===== src/rtl/answer_arbiter_if.sv =====
// Handshake bundle between the player buttons, the judge unit and answer_arbiter.
// The slave modport is the arbiter side, the master modport is the driver side.
interface answer_arbiter_if;
  logic       ROUND_EN;
  logic [1:0] REQ;
  logic       JUDG_VALID;
  logic       JUDG_OK;
  logic [1:0] GNT;
  logic       JUDGE_START;
  logic [1:0] LOCKED;
  logic [1:0] RESULT;
  logic       RESULT_VALID;
  logic       BOTH_LOCKED;

  modport slave (
    input  ROUND_EN, REQ, JUDG_VALID, JUDG_OK,
    output GNT, JUDGE_START, LOCKED,
    output RESULT, RESULT_VALID, BOTH_LOCKED
  );

  modport master (
    output ROUND_EN, REQ, JUDG_VALID, JUDG_OK,
    input  GNT, JUDGE_START, LOCKED,
    input  RESULT, RESULT_VALID, BOTH_LOCKED
  );
endinterface


===== src/rtl/answer_arbiter.sv =====
// Two-player answer arbiter: round-robin grant of the judge, wrong-answer lockout.
// Optional JUDGE_TIMEOUT_EN: a silent judge is treated as a wrong verdict.
module answer_arbiter #(
  parameter int LOCK_CYCLES    = 50_000_000,
  parameter int CNT_W          = 26,
  parameter int TIMEOUT_CYCLES = 25_000_000
) (
  input logic CLK,
  input logic RST,
  answer_arbiter_if.slave bus
);

  typedef enum logic [1:0] {
    IDLE,
    WAIT,
    GRANT,
    DONE
  } state_e;

  localparam logic [CNT_W-1:0] LOCK_MAX =
    CNT_W'(LOCK_CYCLES - 1);

  state_e           state_q, state_d;
  logic [1:0]       req_prev_q;
  logic [1:0]       gnt_q, gnt_d;
  logic [1:0]       locked_q, locked_d;
  logic [1:0]       result_q, result_d;
  logic             start_q, start_d;
  logic             rvalid_q, rvalid_d;
  logic             ptr_q, ptr_d;
  logic [CNT_W-1:0] cnt_q [2];
  logic [CNT_W-1:0] cnt_d [2];
  logic [1:0]       req_edge;
  logic [1:0]       elig;
  logic [1:0]       pick;
  logic             tmo_exp;

  assign req_edge = bus.REQ & ~req_prev_q;
  assign elig     = req_edge & ~locked_q;

`ifdef JUDGE_TIMEOUT_EN
  localparam logic [CNT_W-1:0] TMO_MAX =
    CNT_W'(TIMEOUT_CYCLES - 1);

  logic [CNT_W-1:0] tmo_q, tmo_d;

  assign tmo_exp = (state_q == GRANT) &&
                   (tmo_q == TMO_MAX);
  assign tmo_d   = (state_q == GRANT && !tmo_exp) ?
                   tmo_q + 1'b1 : '0;

  always_ff @(posedge CLK) begin
    if (RST) tmo_q <= '0;
    else     tmo_q <= tmo_d;
  end
`else
  assign tmo_exp = 1'b0;
`endif

  always_comb begin
    state_d  = state_q;
    gnt_d    = gnt_q;
    locked_d = locked_q;
    result_d = result_q;
    ptr_d    = ptr_q;
    start_d  = 1'b0;
    rvalid_d = 1'b0;
    cnt_d[0] = cnt_q[0];
    cnt_d[1] = cnt_q[1];

    pick = elig;
    if (elig == 2'b11) pick = ptr_q ? 2'b10 : 2'b01;

    // Lockout runs in every state, including another player's grant
    for (int p = 0; p < 2; p++) begin
      if (locked_q[p]) begin
        if (cnt_q[p] == LOCK_MAX) locked_d[p] = 1'b0;
        else cnt_d[p] = cnt_q[p] + 1'b1;
      end
    end

    unique case (state_q)
      IDLE: begin
        if (bus.ROUND_EN) state_d = WAIT;
      end
      WAIT: begin
        if (elig != 2'b00) begin
          state_d = GRANT;
          gnt_d   = pick;
          start_d = 1'b1;
          ptr_d   = ~ptr_q;
        end
      end
      GRANT: begin
        if (bus.JUDG_VALID && bus.JUDG_OK) begin
          state_d  = DONE;
          result_d = gnt_q;
          rvalid_d = 1'b1;
          gnt_d    = 2'b00;
        end else if (bus.JUDG_VALID || tmo_exp) begin
          state_d = WAIT;
          gnt_d   = 2'b00;
          for (int p = 0; p < 2; p++) begin
            if (gnt_q[p]) begin
              locked_d[p] = 1'b1;
              cnt_d[p]    = '0;
            end
          end
        end
      end
      DONE: begin
      end
      default: state_d = IDLE;
    endcase

    if (!bus.ROUND_EN) begin
      state_d  = IDLE;
      gnt_d    = 2'b00;
      locked_d = 2'b00;
      result_d = 2'b00;
      start_d  = 1'b0;
      rvalid_d = 1'b0;
      cnt_d[0] = '0;
      cnt_d[1] = '0;
    end
  end

  always_ff @(posedge CLK) begin
    if (RST) begin
      state_q    <= IDLE;
      req_prev_q <= 2'b00;
      gnt_q      <= 2'b00;
      locked_q   <= 2'b00;
      result_q   <= 2'b00;
      start_q    <= 1'b0;
      rvalid_q   <= 1'b0;
      ptr_q      <= 1'b0;
      cnt_q[0]   <= '0;
      cnt_q[1]   <= '0;
    end else begin
      state_q    <= state_d;
      req_prev_q <= bus.REQ;
      gnt_q      <= gnt_d;
      locked_q   <= locked_d;
      result_q   <= result_d;
      start_q    <= start_d;
      rvalid_q   <= rvalid_d;
      ptr_q      <= ptr_d;
      cnt_q[0]   <= cnt_d[0];
      cnt_q[1]   <= cnt_d[1];
    end
  end

  assign bus.GNT          = gnt_q;
  assign bus.JUDGE_START  = start_q;
  assign bus.LOCKED       = locked_q;
  assign bus.RESULT       = result_q;
  assign bus.RESULT_VALID = rvalid_q;
  assign bus.BOTH_LOCKED  = &locked_q;

endmodule


===== src/flat_wrapper.sv =====
// flat-port wrapper written by rule: the top's interface ports become plain ports
module answer_arbiter_flat 
#(
  parameter int LOCK_CYCLES    = 50_000_000,
  parameter int CNT_W          = 26,
  parameter int TIMEOUT_CYCLES = 25_000_000
)
  (CLK, RST, bus_ROUND_EN, bus_REQ, bus_JUDG_VALID, bus_JUDG_OK, bus_GNT, bus_JUDGE_START, bus_LOCKED, bus_RESULT, bus_RESULT_VALID, bus_BOTH_LOCKED);
  answer_arbiter_if bus_i ();
  input logic CLK;
  input logic RST;
  input wire logic [$bits(bus_i.ROUND_EN)-1:0] bus_ROUND_EN;
  input wire logic [$bits(bus_i.REQ)-1:0] bus_REQ;
  input wire logic [$bits(bus_i.JUDG_VALID)-1:0] bus_JUDG_VALID;
  input wire logic [$bits(bus_i.JUDG_OK)-1:0] bus_JUDG_OK;
  output wire logic [$bits(bus_i.GNT)-1:0] bus_GNT;
  output wire logic [$bits(bus_i.JUDGE_START)-1:0] bus_JUDGE_START;
  output wire logic [$bits(bus_i.LOCKED)-1:0] bus_LOCKED;
  output wire logic [$bits(bus_i.RESULT)-1:0] bus_RESULT;
  output wire logic [$bits(bus_i.RESULT_VALID)-1:0] bus_RESULT_VALID;
  output wire logic [$bits(bus_i.BOTH_LOCKED)-1:0] bus_BOTH_LOCKED;
  assign bus_i.ROUND_EN = bus_ROUND_EN;
  assign bus_i.REQ = bus_REQ;
  assign bus_i.JUDG_VALID = bus_JUDG_VALID;
  assign bus_i.JUDG_OK = bus_JUDG_OK;
  assign bus_GNT = bus_i.GNT;
  assign bus_JUDGE_START = bus_i.JUDGE_START;
  assign bus_LOCKED = bus_i.LOCKED;
  assign bus_RESULT = bus_i.RESULT;
  assign bus_RESULT_VALID = bus_i.RESULT_VALID;
  assign bus_BOTH_LOCKED = bus_i.BOTH_LOCKED;
  answer_arbiter #(.LOCK_CYCLES(LOCK_CYCLES), .CNT_W(CNT_W), .TIMEOUT_CYCLES(TIMEOUT_CYCLES)) u_core (.CLK(CLK), .RST(RST), .bus(bus_i));
endmodule

===== config.mk =====
export PLATFORM = sky130hd
export DESIGN_NAME = answer_arbiter_flat
export DESIGN_NICKNAME = d
export VERILOG_FILES = /design/src/rtl/answer_arbiter_if.sv /design/src/rtl/answer_arbiter.sv /design/src/flat_wrapper.sv
export SDC_FILE = /design/constraint.sdc
export NUM_CORES = 1
export LEC_CHECK = 0
export CAP_MARGIN = 20
export CORE_UTILIZATION = 30
export DETAILED_ROUTE_END_ITERATION = 8
export PLACE_DENSITY_LB_ADDON = 0.05
export SLEW_MARGIN = 10
export SYNTH_ARGS = -nofsm -noshare
export SYNTH_HDL_FRONTEND = slang
export SYNTH_SLANG_ARGS = --single-unit

===== constraint.sdc =====
create_clock -name CLK -period 2.01 [get_ports CLK]
set_clock_uncertainty 0.1 [all_clocks]
set_input_delay 0.201 -clock CLK [delete_from_list [all_inputs] [get_ports CLK]]
set_output_delay 0.201 -clock CLK [all_outputs]
set_load 0.05 [all_outputs]

==> results.tsv, run 1 <==
metric	value	unit
most frequently used flop master after synthesis	sky130_fd_sc_hd__dfxtp_1	
final setup violation count	0	
final worst path period share	97.5	%
critical-path cell with the highest stage delay	sky130_fd_sc_hd__or4_4	
Post-Place Setup Slack	0.0595	ns
VDD IR-drop max	0.000254	V
Achievable Freq	510	MHz
total placed instance area	0.00376	sq mm
max-cap violation count	0	
met3 layer usage reported by global route	4.27	%
crit path launch	u_core.cnt_q[0][7]$_SDFF_PP0_	
global-route met1 utilization	19.5	%
number of global-route vias before repair	2842	
synthesized netlist net count	405	
antenna violations before repair	0	
non-filler instance count after layout	582	
outcome	completed	
sequential cell area	0.00131	sq mm
HP Start	bus_REQ[1]	
met2 capacity usage during global routing	25.7	%
list of most frequent post-synthesis cells	65 x sky130_fd_sc_hd__dfxtp_1, 48 x sky130_fd_sc_hd__nor2_1, 40 x sky130_fd_sc_hd__nand2_1	
standard-cell rows	37	
DIE HEIGHT	106	microns
root buffer selected by CTS	sky130_fd_sc_hd__clkbuf_8	
Sum Neg Setup Slack	0	ns
detailed placer's ending HPWL	5750	microns
largest net degree at the start of global routing	23	
Worst Max-Slew Pin Slew	0.521	ns
clock insertion delay at the later pin of the skew report	0.34	ns
critical path type	flop to flop	
initial core utilization	31.2	%
worst hold-check path type	input pin to flop	
remaining number of nets flagged by the antenna check after routing	0	
DR pass1 iterations	4	
data required time at the worst endpoint	2.13	ns
largest cells by area after synthesis	sky130_fd_sc_hd__dfxtp_1 40%, sky130_fd_sc_hd__nor2_1 5.6%, sky130_fd_sc_hd__nand2_1 4.6%	
die area	0.0112	sq mm
cell count after placement	564	
die extent in x	106	microns
Period minus WS final	1.96	ns
fraction of synthesized cell area taken by the top area cell type	40.3	%
GRT Residual Overflow	0	
RSZ-0062 raised after global routing	yes	
cell accounting for the most synthesized area	sky130_fd_sc_hd__dfxtp_1	
CTS clock-pin slew for the worst setup and hold paths	0.08	ns
initial drt markers	116	
leakage power of the design	1.35	nW
mean area per synthesized cell	8.24	sq um
detailed-route wire length	7950	microns
worst rel slew slack	64.9	%
Cell Area, Synth	0.00323	sq mm
arrival time of data at the critical path endpoint	2.08	ns
antenna fix cells	0	
post-detailed-route via-to-cell ratio	5.05	
clock tree from TritonCTS	done	
count of final max-slew check failures	0	
number of clock sinks	65	
final non-filler cell area	0.00405	sq mm
number of distinct library cells after synthesis	49	
cell depth of the worst hold path	2	
most utilized layer in the global route result	met2	
worst-path maximum fanout	15	
cts bufs inserted	9	
power density over cell area	644	mW/mm^2
area used by multi-input combinational logic	0.00185	sq mm
Final nets	455	
reg-to-reg critical path startpoint	u_core.cnt_q[0][7]$_SDFF_PP0_	
Final WS setup	0.0510	ns
Core Util, Final	39.0	%
most numerous cell in the Yosys netlist	sky130_fd_sc_hd__dfxtp_1	
Register-to-Register Path Depth	6	
global-route usage over all layers	15.4	%
proportion of layout cells with a drive suffix above 1	16.8	%
maximum single-stage delay on the critical path	0.54	ns
count of input and output buffers	15	
H-tree lvl count	3	
P&R area growth vs syn	25.2	%
Layout fillers	1105	
Critical Path Start Type	flop	
placer's final routability congestion estimate	0.770	
Worst Setup End Kind	flop	
number of ports placed on the die boundary	16	
number of enable flip-flop cells after synthesis	0	
average routed wire per standard cell	13.7	microns
Hold Fails Final Rpt	0	
flop and latch count out of synthesis	65	
number of buffers on the longest clock path	2	
Core Box Area	0.0104	sq mm
cells along the critical path	or4_4 -> nor4_4 -> a31o_4 -> buf_12 -> or4_1 -> a21oi_1	
total DRC errors in the routed layout	0	
global-route wire length before repair	13600	microns
via count of the routed design	2940	
Async SR Flop Fraction	0	%
proportion of synthesized chip area in sequential cells	40.3	%
Synthesis Warnings	0	
Gate Count Post-Synth	392	
## stage by stage
stage	hold WS, ns	power [W]
after floorplan	0.173	0.00137
after global placement	0.367	0.00141
after detailed placement	0.379	0.00141
after CTS	0.326	0.00267
after global routing	0.354	0.00273
final	0.355	0.00260
## layout make-up
type / count / share of cell area [%]
inverter: 6 / 0.557
multi-input combinational: 307 / 45.8
sequential: 65 / 32.3
clock inverter: 3 / 1.61
tap: 136 / 4.21
clock buffer: 12 / 3.59
timing repair buffer: 53 / 11.9
## critical path, delay by kind of cell, from the launching register on
kind	cells	cell delay, ns
buffers and inverters	1	0.15
and+or+nand+nor	3	0.92
DFF	1	0.35
AOI/OAI and AO/OA	2	0.30
## sequential cells by signal, summed over array words and instances, names as in the netlist
register,count
u_core.bus.JUDGE_START,1
u_core.ptr_q,1
u_core.state_q,2
u_core.bus.RESULT_VALID,1
u_core.cnt_q,52
u_core.bus.GNT,2
u_core.req_prev_q,2
u_core.bus.RESULT,2
u_core.bus.LOCKED,2
## kinds of logic after synthesis
logic type,after synthesis,share of synthesized area [%]
and+or+nand+nor,212,35.2
AOI/OAI and AO/OA,66,12.6
DFF,65,40.3
xor gates and xnor gates,20,5.42
buffers and inverters,20,3.29
adders and majority gates,6,2.32
muxes,3,0.929
## final timing paths
check,endpoint,slack (ns)
setup / recovery,u_core.cnt_q[0][18]$_SDFF_PP0_,0.05
hold / removal,u_core.req_prev_q[1]$_SDFF_PP0_,0.36
setup reg to reg,u_core.cnt_q[0][18]$_SDFF_PP0_,0.05
hold reg to reg,u_core.cnt_q[0][27]$_SDFF_PP0_,0.39
## layer usage
metal / share of wire, % / vias up / wire [microns]
met5: 0 / - / 0
met4: 0.59 / 0 / 47
met3: 2.7 / 5 / 212
met2: 48 / 32 / 3790
met1: 49 / 1374 / 3910
li1: - / 1529 / -
## power breakdown
group / total (W) / switching (W) / internal [W] / leakage [nW]
Sequential: 0.00130 / 0.00000449 / 0.00129 / 0.525
Combinational: 0.0000854 / 0.0000488 / 0.0000365 / 0.717
Clock: 0.00122 / 0.000497 / 0.000726 / 0.106
## repair_timing
action	CTS	global route
setup endpoints to repair	0	11
hold buffers	0	0
gates resized for setup	0	10
buffers inserted	0	2
## cell usage in the layout (no fill, tap or decap), types with 3 or more instances in the layout
cell type | netlist | routed
sky130_fd_sc_hd__nor2b_1 | 4 | 4
sky130_fd_sc_hd__o31ai_1 | 6 | 6
sky130_fd_sc_hd__nor3_2 | 3 | 3
sky130_fd_sc_hd__or4_1 | 12 | 11
sky130_fd_sc_hd__nand4_1 | 12 | 12
sky130_fd_sc_hd__buf_12 | 1 | 3
sky130_fd_sc_hd__o21ai_2 | 3 | 3
sky130_fd_sc_hd__clkbuf_8 | 0 | 10
sky130_fd_sc_hd__ha_1 | 6 | 6
sky130_fd_sc_hd__inv_1 | 6 | 6
sky130_fd_sc_hd__buf_4 | 1 | 37
sky130_fd_sc_hd__nand2_2 | 0 | 3
sky130_fd_sc_hd__nor3b_1 | 4 | 4
sky130_fd_sc_hd__o21ai_0 | 18 | 17
sky130_fd_sc_hd__nor4_1 | 9 | 9
sky130_fd_sc_hd__xor2_1 | 9 | 9
sky130_fd_sc_hd__o211ai_1 | 3 | 3
sky130_fd_sc_hd__nand3_1 | 25 | 25
sky130_fd_sc_hd__nand4b_1 | 3 | 3
sky130_fd_sc_hd__mux2i_1 | 3 | 3
sky130_fd_sc_hd__or3_1 | 15 | 15
sky130_fd_sc_hd__nor2_1 | 48 | 48
sky130_fd_sc_hd__nand2_1 | 40 | 37
sky130_fd_sc_hd__dfxtp_1 | 65 | 64
sky130_fd_sc_hd__xnor2_1 | 11 | 11
sky130_fd_sc_hd__and2_1 | 3 | 3
sky130_fd_sc_hd__a21oi_1 | 26 | 26
sky130_fd_sc_hd__nor3_1 | 13 | 13
sky130_fd_sc_hd__and3_1 | 8 | 8
sky130_fd_sc_hd__clkdlybuf4s50_1 | 0 | 12
Power figures use the tool's default switching activity.
==> run 2: changes to the inputs <==
--- a/config.mk
+++ b/config.mk
@@ -5,11 +5,14 @@
 export SDC_FILE = /design/constraint.sdc
 export NUM_CORES = 1
 export LEC_CHECK = 0
+export ABC_CLOCK_PERIOD_IN_PS = 2009
 export CAP_MARGIN = 20
 export CORE_UTILIZATION = 30
 export DETAILED_ROUTE_END_ITERATION = 8
 export PLACE_DENSITY_LB_ADDON = 0.05
+export REMOVE_ABC_BUFFERS = 1
 export SLEW_MARGIN = 10
 export SYNTH_ARGS = -nofsm -noshare
 export SYNTH_HDL_FRONTEND = slang
 export SYNTH_SLANG_ARGS = --single-unit
+export TNS_END_PERCENT = 50
==> run 2 against run 1 <==
Against the previous run: routed wire length is 2.6% higher; highest routed layer unchanged; largest cell class unchanged; clock-buffer cell count unchanged; cell area is 0.28% lower; critical path type unchanged.
==> results.tsv, run 2 (synthesis gave the netlist of run 1 again) <==
metric	value	unit	change
outcome	completed		
initial core utilization	31.2	%	unchanged
number of buffers on the longest clock path	2		unchanged
Largest register FFs	52		unchanged
placer's final routability congestion estimate	0.733		-4.8%
remaining number of nets flagged by the antenna check after routing	0		unchanged
Final nets	463		+1.8%
DIE HEIGHT	106	microns	unchanged
die extent in x	106	microns	unchanged
arrival time of data at the critical path endpoint	2.11	ns	+0.03 ns
leakage power of the design	1.36	nW	+1.2%
worst-path maximum fanout	6		-9
DR pass1 iterations	4		unchanged
largest net degree at the start of global routing	23		unchanged
average routed wire per standard cell	13.8	microns	+1.2%
Core Util, Final	38.9	%	-0.11 points
initial drt markers	91		-22%
clock insertion delay at the later pin of the skew report	0.36	ns	+0.02 ns
data required time at the worst endpoint	2.20	ns	+0.07 ns
Worst Max-Slew Pin Slew	0.496	ns	-0.0256 ns
detailed placer's ending HPWL	6000	microns	+4.3%
commonest cells after routing, fill and taps aside	65 x sky130_fd_sc_hd__dfxtp_1, 48 x sky130_fd_sc_hd__nor2_1, 47 x sky130_fd_sc_hd__buf_4		
number of clock sinks	65		unchanged
clock tree from TritonCTS	done		
H-tree lvl count	3		unchanged
detailed-route wire length	8160	microns	+2.6%
number of global-route vias before repair	2934		+3.2%
VDD IR-drop max	0.000417	V	+64%
proportion of layout cells with a drive suffix above 1	18.5	%	+1.7 points
die area	0.0112	sq mm	unchanged
global-route wire length before repair	13900	microns	+1.7%
number of ports placed on the die boundary	16		unchanged
cts bufs inserted	9		unchanged
final worst path period share	95.7	%	-1.7 points
Core Box Area	0.0104	sq mm	unchanged
global-route usage over all layers	15.8	%	+0.35 points
Worst Setup End Kind	flop		
Post-Place Setup Slack	0.0457	ns	-0.0138 ns
Hold Fails Final Rpt	0		unchanged
CTS clock-pin slew for the worst setup and hold paths	0.07	ns	about the same
Achievable Freq	520	MHz	+1.8%
via count of the routed design	2990		+1.7%
Layout fillers	1086		-1.7%
max-cap violation count	0		unchanged
total DRC errors in the routed layout	0		unchanged
count of input and output buffers	15		unchanged
antenna fix cells	0		unchanged
commonest non-fill, non-tap cell in the layout	sky130_fd_sc_hd__dfxtp_1		
Critical Path Start Type	flop		
root buffer selected by CTS	sky130_fd_sc_hd__clkbuf_8		
final setup violation count	0		unchanged
standard-cell rows	37		unchanged
GRT Residual Overflow	0		unchanged
P&R area growth vs syn	24.8	%	
antenna violations before repair	0		unchanged
critical path type	flop to flop		
worst rel slew slack	66.9	%	+1.9 points
post-detailed-route via-to-cell ratio	5.07		+0.32%
Final WS setup	0.0860	ns	+0.0350 ns
worst hold-check path type	input pin to flop		
Biggest register	u_core.cnt_q		
power density over cell area	607	mW/mm^2	-5.7%
count of final max-slew check failures	0		unchanged
Period minus WS final	1.92	ns	-0.0350 ns
-- run 2: timing repair --
item / 4_1_cts / 5_1_grt
resized for setup: 0 / 5
buffers inserted: 0 / 2
setup endpoints to repair: 0 / 11
hold buffers: 0 / 0
-- run 2: path summary, 6_finish.rpt --
check | from | end | slack, ns | depth (start not counted)
setup / recovery | u_core.cnt_q[0][0]$_SDFF_PP0_ | u_core.cnt_q[0][5]$_SDFF_PP0_ | 0.09 | 7
hold / removal | bus_REQ[1] | u_core.req_prev_q[1]$_SDFF_PP0_ | 0.32 | 2
setup reg to reg | u_core.cnt_q[0][0]$_SDFF_PP0_ | u_core.cnt_q[0][5]$_SDFF_PP0_ | 0.09 | 7
hold reg to reg | u_core.cnt_q[0][27]$_SDFF_PP0_ | u_core.cnt_q[0][27]$_SDFF_PP0_ | 0.39 | 2
-- run 2: cell type report --
cell class                 count  area, sq um  area share [%]
clock inverter                 3         15.0           0.372
timing repair buffer          61          513            12.7
sequential                    65         1300            32.3
tap                          136          170            4.22
inverter                       6         22.5           0.558
multi-input combinational    307         1850            45.8
clock buffer                  12          165            4.09
-- run 2: critical path: stages (launching register included) --
cell	delay [ns]
sky130_fd_sc_hd__dfxtp_1	0.31
sky130_fd_sc_hd__ha_1	0.22
sky130_fd_sc_hd__nand2_2	0.10
sky130_fd_sc_hd__nor2_4	0.05
sky130_fd_sc_hd__a31o_2	0.27
sky130_fd_sc_hd__buf_4	0.16
sky130_fd_sc_hd__or4_1	0.50
sky130_fd_sc_hd__a21oi_1	0.14
-- run 2: through the flow --
step                      TNS [ns]  std cells  instance area [sq um]  power (W)  hold slack (ns)
after floorplan             -0.557        378                   3150    0.00137            0.173
after global routing      -0.00134        590                   4030    0.00256            0.316
final                            0        590                   4030    0.00245            0.320
after global placement           0        573                   3820    0.00142            0.372
after CTS                        0        588                   4000    0.00249            0.308
after detailed placement         0        573                   3820    0.00142            0.377
-- run 2: where the power goes --
part           internal, W   total, W  switching, W  leakage, nW
logic            0.0000405  0.0000906     0.0000501        0.742
registers          0.00129    0.00130    0.00000379        0.524
clock network     0.000536    0.00106      0.000526       0.0980
-- run 2: layer usage --
metal / vias to the layer above / global-route usage [%] / routed length, microns
li1: 1543 / - / -
met1: 1401 / 19.5 / 3880
met2: 35 / 26.3 / 3920
met3: 11 / 3.77 / 239
met4: 0 / 6.25 / 116
met5: - / 0 / 0
==> variant 1 (config.mk and constraints of run 1) <==
The option `JUDGE_TIMEOUT_EN` is turned on by a define.
--- a/src/rtl/answer_arbiter.sv
+++ b/src/rtl/answer_arbiter.sv
@@ -1,5 +1,7 @@
 // Two-player answer arbiter: round-robin grant of the judge, wrong-answer lockout.
 // Optional JUDGE_TIMEOUT_EN: a silent judge is treated as a wrong verdict.
+`define JUDGE_TIMEOUT_EN
+
 module answer_arbiter #(
   parameter int LOCK_CYCLES    = 50_000_000,
   parameter int CNT_W          = 26,
Function: same outputs for any inputs over 10 cycles, from zero or initial values and one cycle with RST high; that may be too few to reach the edited logic, so the function may still have changed.
==> variant 1 against run 1 <==
Wire length increased by 25%; final area increased by 35%; setup slack improved by 0.0063 ns; sequential share of layout area increased by 1.1 points; count of clock-buffer cells in the layout unchanged; power increased by 46%; synthesized area increased by 33%; sequential cell count increased by 26.
==> variant 1: results (changes against run 1) <==
Place
  – Pre-CTS WS: -0.00122 ns (-0.0607 ns)
  – # port buffers: 15 (unchanged)
  – Post-Place Cells: 741 (+31%)
  – RePlAce Congestion: 0.761 (-1.2%)
  – DPL Wire Length: 7.15 mm (+24%)
  – Placed Area: 5070 µm² (+35%)

Cells and area
  – Antenna diode count: 0 (unchanged)
  – Largest regs: u_core.cnt_q: 52 flops, u_core.tmo_q: 26 flops
  – Non-Filler Instances: 757 (+30%)
  – Final #Nets: 585 (+29%)
  – Layout cells sized above 1: 0.177 (+0.00861)

CTS
  – Reg clk slew, reported paths: 0.07 ns
  – Htree depth: 3 (unchanged)
  – Total CTS buffers: 9 (unchanged)
  – Clock Root Buffer: clkbuf_16
  – Clk buf depth: 2 (unchanged)
  – Later-pin clock latency in the skew report: 0.35 ns
  – Setup repair bufs after CTS: 0 (unchanged)

Power
  – Sequential power: 1.81 mW (+39%)
  – Power Combinational: 0.104 mW (+22%)
  – Leakage power: 1.87 nW (+39%)
  – Maximum vdd drop: 415 µV (+63%)
  – Total power: 3.79 mW (+46%)
  – Cell Int Power: 3.01 mW (+47%)

Logic synthesis
  – Netlist cell types: 47 (-4.1%)
  – Main synth FF type: dfxtp_1
  – Largest cells by area after synthesis: dfxtp_1 (42%), nor2_1 (8.4%), xnor2_1 (8.3%), xor2_1 (5.1%), nand3_1 (3.5%)
  – Yosys Warn Count: 0 (unchanged)
  – Post-synth ARST share: 0 (unchanged)
  – Adder and majority gate portion of the synthesized area: 0.0174 (-0.00582)
  – Multiplexer share of the synthesized area: 0.0162 (+0.00695)
  – Register area share after synthesis: 0.422 (+0.0198)
  – Xor/xnor cell area share of the yosys netlist: 0.134 (+0.0798)
  – Syn nets: 515 (+27%)
  – Most frequent cells after synthesis: nor2_1 (96), dfxtp_1 (91), xnor2_1 (41), nand2_1 (36), nand3_1 (30)
  – Synthesized area per cell: 8.59 µm² (+4.2%)
  – Post-synthesis compound-gate area fraction: 0.0470 (-0.0788)

Critical path
  – Critical-path maximum fanout: 26 (+11)
  – Slowest CP cell: o41a_4
  – Max incr delay on CP: 0.53 ns
  – Critical path arrival: 2.09 ns

Run status
  – Outcome: finished clean

GRT
  – GRT Util Overall: 0.143 (-0.0114)
  – First-pass GRT wire length: 16.4 mm (+20%)
  – Vias in the first global route: 3376 (+19%)
  – Largest net degree at the start of global routing: 27 (+17%)
  – Antenna violations before repair: 0 (unchanged)

STA
  – Max transition margin: 0.656 (+0.00661)

Drt
  – Total number of vias: 3605 (+23%)
  – Router iterations before antenna repair: 4 (unchanged)
  – Initial drt markers: 220 (+90%)
  – Final WL: 9.95 mm (+25%)

Worst hold path
  – Worst Hold Class: in -> reg
variant 1: changes by cell type in the layout (fill, tap and decap cells not counted), moves of 8 or more:
cell | before | now
or3_1 | 15 | 5
xnor2_1 | 11 | 41
or4_1 | 11 | 1
buf_4 | 37 | 58
nand4_1 | 12 | 22
o21ai_0 | 17 | 9
nor2_1 | 48 | 96
clkbuf_8 | 10 | 2
clkbuf_16 | 1 | 9
xor2_1 | 9 | 25
dfxtp_1 | 64 | 89
a21oi_1 | 26 | 7
variant 1: worst max-delay path: cells and delay by family (launching register included):
| family | cells | cell delay (ns) |
|---|---|---|
| AO/OA/AOI/OAI | 2 | 0.71 |
| buffers and inverters | 1 | 0.19 |
| flip-flops | 1 | 0.34 |
| AND/OR/NAND/NOR | 3 | 0.50 |
variant 1: metal layers:
layer	share of wire	track usage
met4	0.011	0.0448
met3	0.037	0.0468
met2	0.42	0.210
met1	0.54	0.196
met5	0	0
variant 1: final cells by class:
class,count,area (µm²)
timing repair buffer,74,628
clock inverter,4,72.6
inverter,10,37.5
sequential,91,1820
clock buffer,12,256
tap,180,225
multi-input combinational,386,2430
fill,1403,8460
variant 1: final timing paths:
| kind | from | to | slack [ns] | cells after the start |
|---|---|---|---|---|
| max | u_core.tmo_q[6] | u_core.cnt_q[0][51] | 0.06 | 6 |
| min | bus_REQ[1] | u_core.req_prev_q[1] | 0.34 | 2 |
| max reg2reg | u_core.tmo_q[6] | u_core.cnt_q[0][51] | 0.06 | 6 |
| min reg2reg | u_core.tmo_q[0] | u_core.tmo_q[0] | 0.35 | 1 |
variant 1: timing repair:
item,4_1_cts,5_1_grt
setup endpoints to repair,6,64
resized for setup,2,12
pin swaps,0,1
hold buffers,0,0
gates cloned,0,0
==> variant 2 (flow settings as in run 1) <==
Without the edit above. The 4 states of `state_e` get a one-hot encoding in 4 bits.
--- a/src/rtl/answer_arbiter.sv
+++ b/src/rtl/answer_arbiter.sv
@@ -10,11 +10,11 @@
   answer_arbiter_if.slave bus
 );
 
-  typedef enum logic [1:0] {
-    IDLE,
-    WAIT,
-    GRANT,
-    DONE
+  typedef enum logic [3:0] {
+    IDLE  = 4'b0001,
+    WAIT  = 4'b0010,
+    GRANT = 4'b0100,
+    DONE  = 4'b1000
   } state_e;
 
   localparam logic [CNT_W-1:0] LOCK_MAX =
Behaviour: same outputs for any inputs over 10 cycles, from zero or initial values and one cycle with RST high; not proved beyond that.
==> variant 2 against run 1 <==
Synthesized area increased by 3.4%; sequential power increased by 3%; final area is 4.7% higher; wire length grew 2.2%; power is 9.2% higher; sequential cell count grew 2; first-iteration DRC count decreased by 20%; setup slack improved by 0.044 ns.
==> variant 2: results (changes against run 1) <==
Logic synthesis
  – Syn nets: 385 (-4.9%)
  – Netlist cell types: 58 (+18%)
  – Largest cells by area after synthesis: dfxtp_1 (40%), nor2_1 (4.0%), nand2_1 (3.5%), xnor2_1 (3.4%), nand3_1 (3.1%)
  – Register area share after synthesis: 0.401 (-0.00113)
  – Most frequent cells after synthesis: dfxtp_1 (67), nor2_1 (36), nand2_1 (31), nand3_1 (21), a21oi_1 (19)
  – Mapped Cells: 376 (-4.1%)

Power
  – Maximum vdd drop: 516 µV (+100%)
  – Leakage power: 1.44 nW (+6.4%)

Place
  – Placed Area: 3900 µm² (+3.7%)
  – Pre-CTS WS: -0.0236 ns (-0.0831 ns)
  – RePlAce Congestion: 0.732 (-5.0%)
  – Post-Place Cells: 556 (-1.4%)
  – DPL Wire Length: 5.79 mm (+0.55%)
  – # port buffers: 15 (unchanged)

GRT
  – GRT Util Overall: 0.157 (+0.00308)
  – Largest net degree at the start of global routing: 17 (-26%)
  – First-pass GRT wire length: 14.3 mm (+5.0%)
  – Vias in the first global route: 2926 (+3.0%)

Critical path
  – Critical path origin: u_core.cnt_q[0][0]
  – Critical-path maximum fanout: 8 (-7)
  – Critical path arrival: 2.10 ns (+0.02 ns)

Cells and area
  – Layout cells sized above 1: 0.218 (+0.0497)
  – Filler Cell Count: 1127 (+2.0%)
  – Largest regs: u_core.cnt_q: 52 flops, u_core.state_q: 4 flops
  – Final #Nets: 440 (-3.3%)
  – Antenna diode count: 0 (unchanged)

Drt
  – Initial drt markers: 93 (-20%)
  – Final WL: 8.13 mm (+2.2%)
  – Routed length per instance: 14.1 µm (+3.2%)
  – Number of remaining DRC errors: 0 (unchanged)
  – Vias/cell: 5.03 (-0.40%)

Run status
  – Outcome: finished clean

STA
  – Worst Tran Pin Value: 0.717 ns (+0.196 ns)
  – Max Clk Rate: 522 MHz (+2.3%)
==> variant 2: changes by cell type after synthesis, sizes merged, moves of 5 or more <==
| cell | run 1 | this run |
|---|---|---|
| or3 | 15 | 10 |
| o211ai | 3 | 12 |
| and4 | 2 | 7 |
| o21ai | 22 | 15 |
| a21oi | 26 | 20 |
| nor3 | 16 | 11 |
| nor2 | 49 | 36 |
| nand2 | 40 | 31 |
==> variant 2: worst max-delay path, stage by stage, from the launching register on <==
cell     delay (ns)
dfxtp_1        0.32
ha_2           0.21
and2_2         0.24
nand4_2        0.12
o21ai_2        0.10
buf_12         0.14
or4_1          0.49
a21oi_1        0.14
==> variant 2: final cells by class <==
cell class	count	area share
repair buffers	58	0.119
clock inverters	6	0.0263
flip-flops and latches	67	0.317
multi-input cells	289	0.459
clock buffers	10	0.0325
inverters	6	0.00532
well taps	140	0.0414
==> variant 2: per-stage QoR <==
| step | total power, mW | util |
|---|---|---|
| finish | 2.84 | 0.391 |
| global route | 2.97 | 0.391 |
| CTS | 2.91 | 0.383 |
| detailed placement | 1.46 | 0.360 |
| global placement | 1.46 | 0.360 |
| floorplan | 1.41 | - |
==> variant 2: cell families (layout without fill, tap and decap cells) <==
group	Yosys count	after routing	synth area share
buffers and inverters	20	80	0.0333
and+or+nand+nor	187	187	0.333
adders and majority gates	2	2	0.00749
AOI/OAI and AO/OA	71	71	0.148
DFF	67	67	0.401
xor gates and xnor gates	25	25	0.0655
muxes	4	4	0.0120
==> variant 2: repair_timing <==
action                                 CTS  global route
buffers inserted                         0             4
endpoints found under the hold margin    0             0
gates resized for setup                  0            11
setup endpoints to repair                0            18
hold buffers                             0             0
==> variant 2: where the power goes <==
group / switching [mW] / internal, mW
Combinational: 0.0522 / 0.0426
Sequential: 0.00513 / 1.33
Clock: 0.552 / 0.860
Total: 0.609 / 2.23
==> variant 2: path summary, 6_finish.rpt <==
check                         endpoint  slack, ns  cells past startpoint
hold / removal    u_core.req_prev_q[1]       0.33                      2
hold reg to reg    u_core.cnt_q[0][32]       0.37                      1
setup / recovery   u_core.cnt_q[0][17]        0.1                      7
setup reg to reg   u_core.cnt_q[0][17]        0.1                      7
==> variant 2: per-layer routing <==
layer  track usage  up-vias  routed length, µm  share of wire
met5             0        -                  0              0
met4        0.0528        0                 91          0.011
met3        0.0387        7                183          0.023
met2         0.254       24               3800           0.47
met1         0.204     1362               4050           0.50
li1              -     1505                  -              -
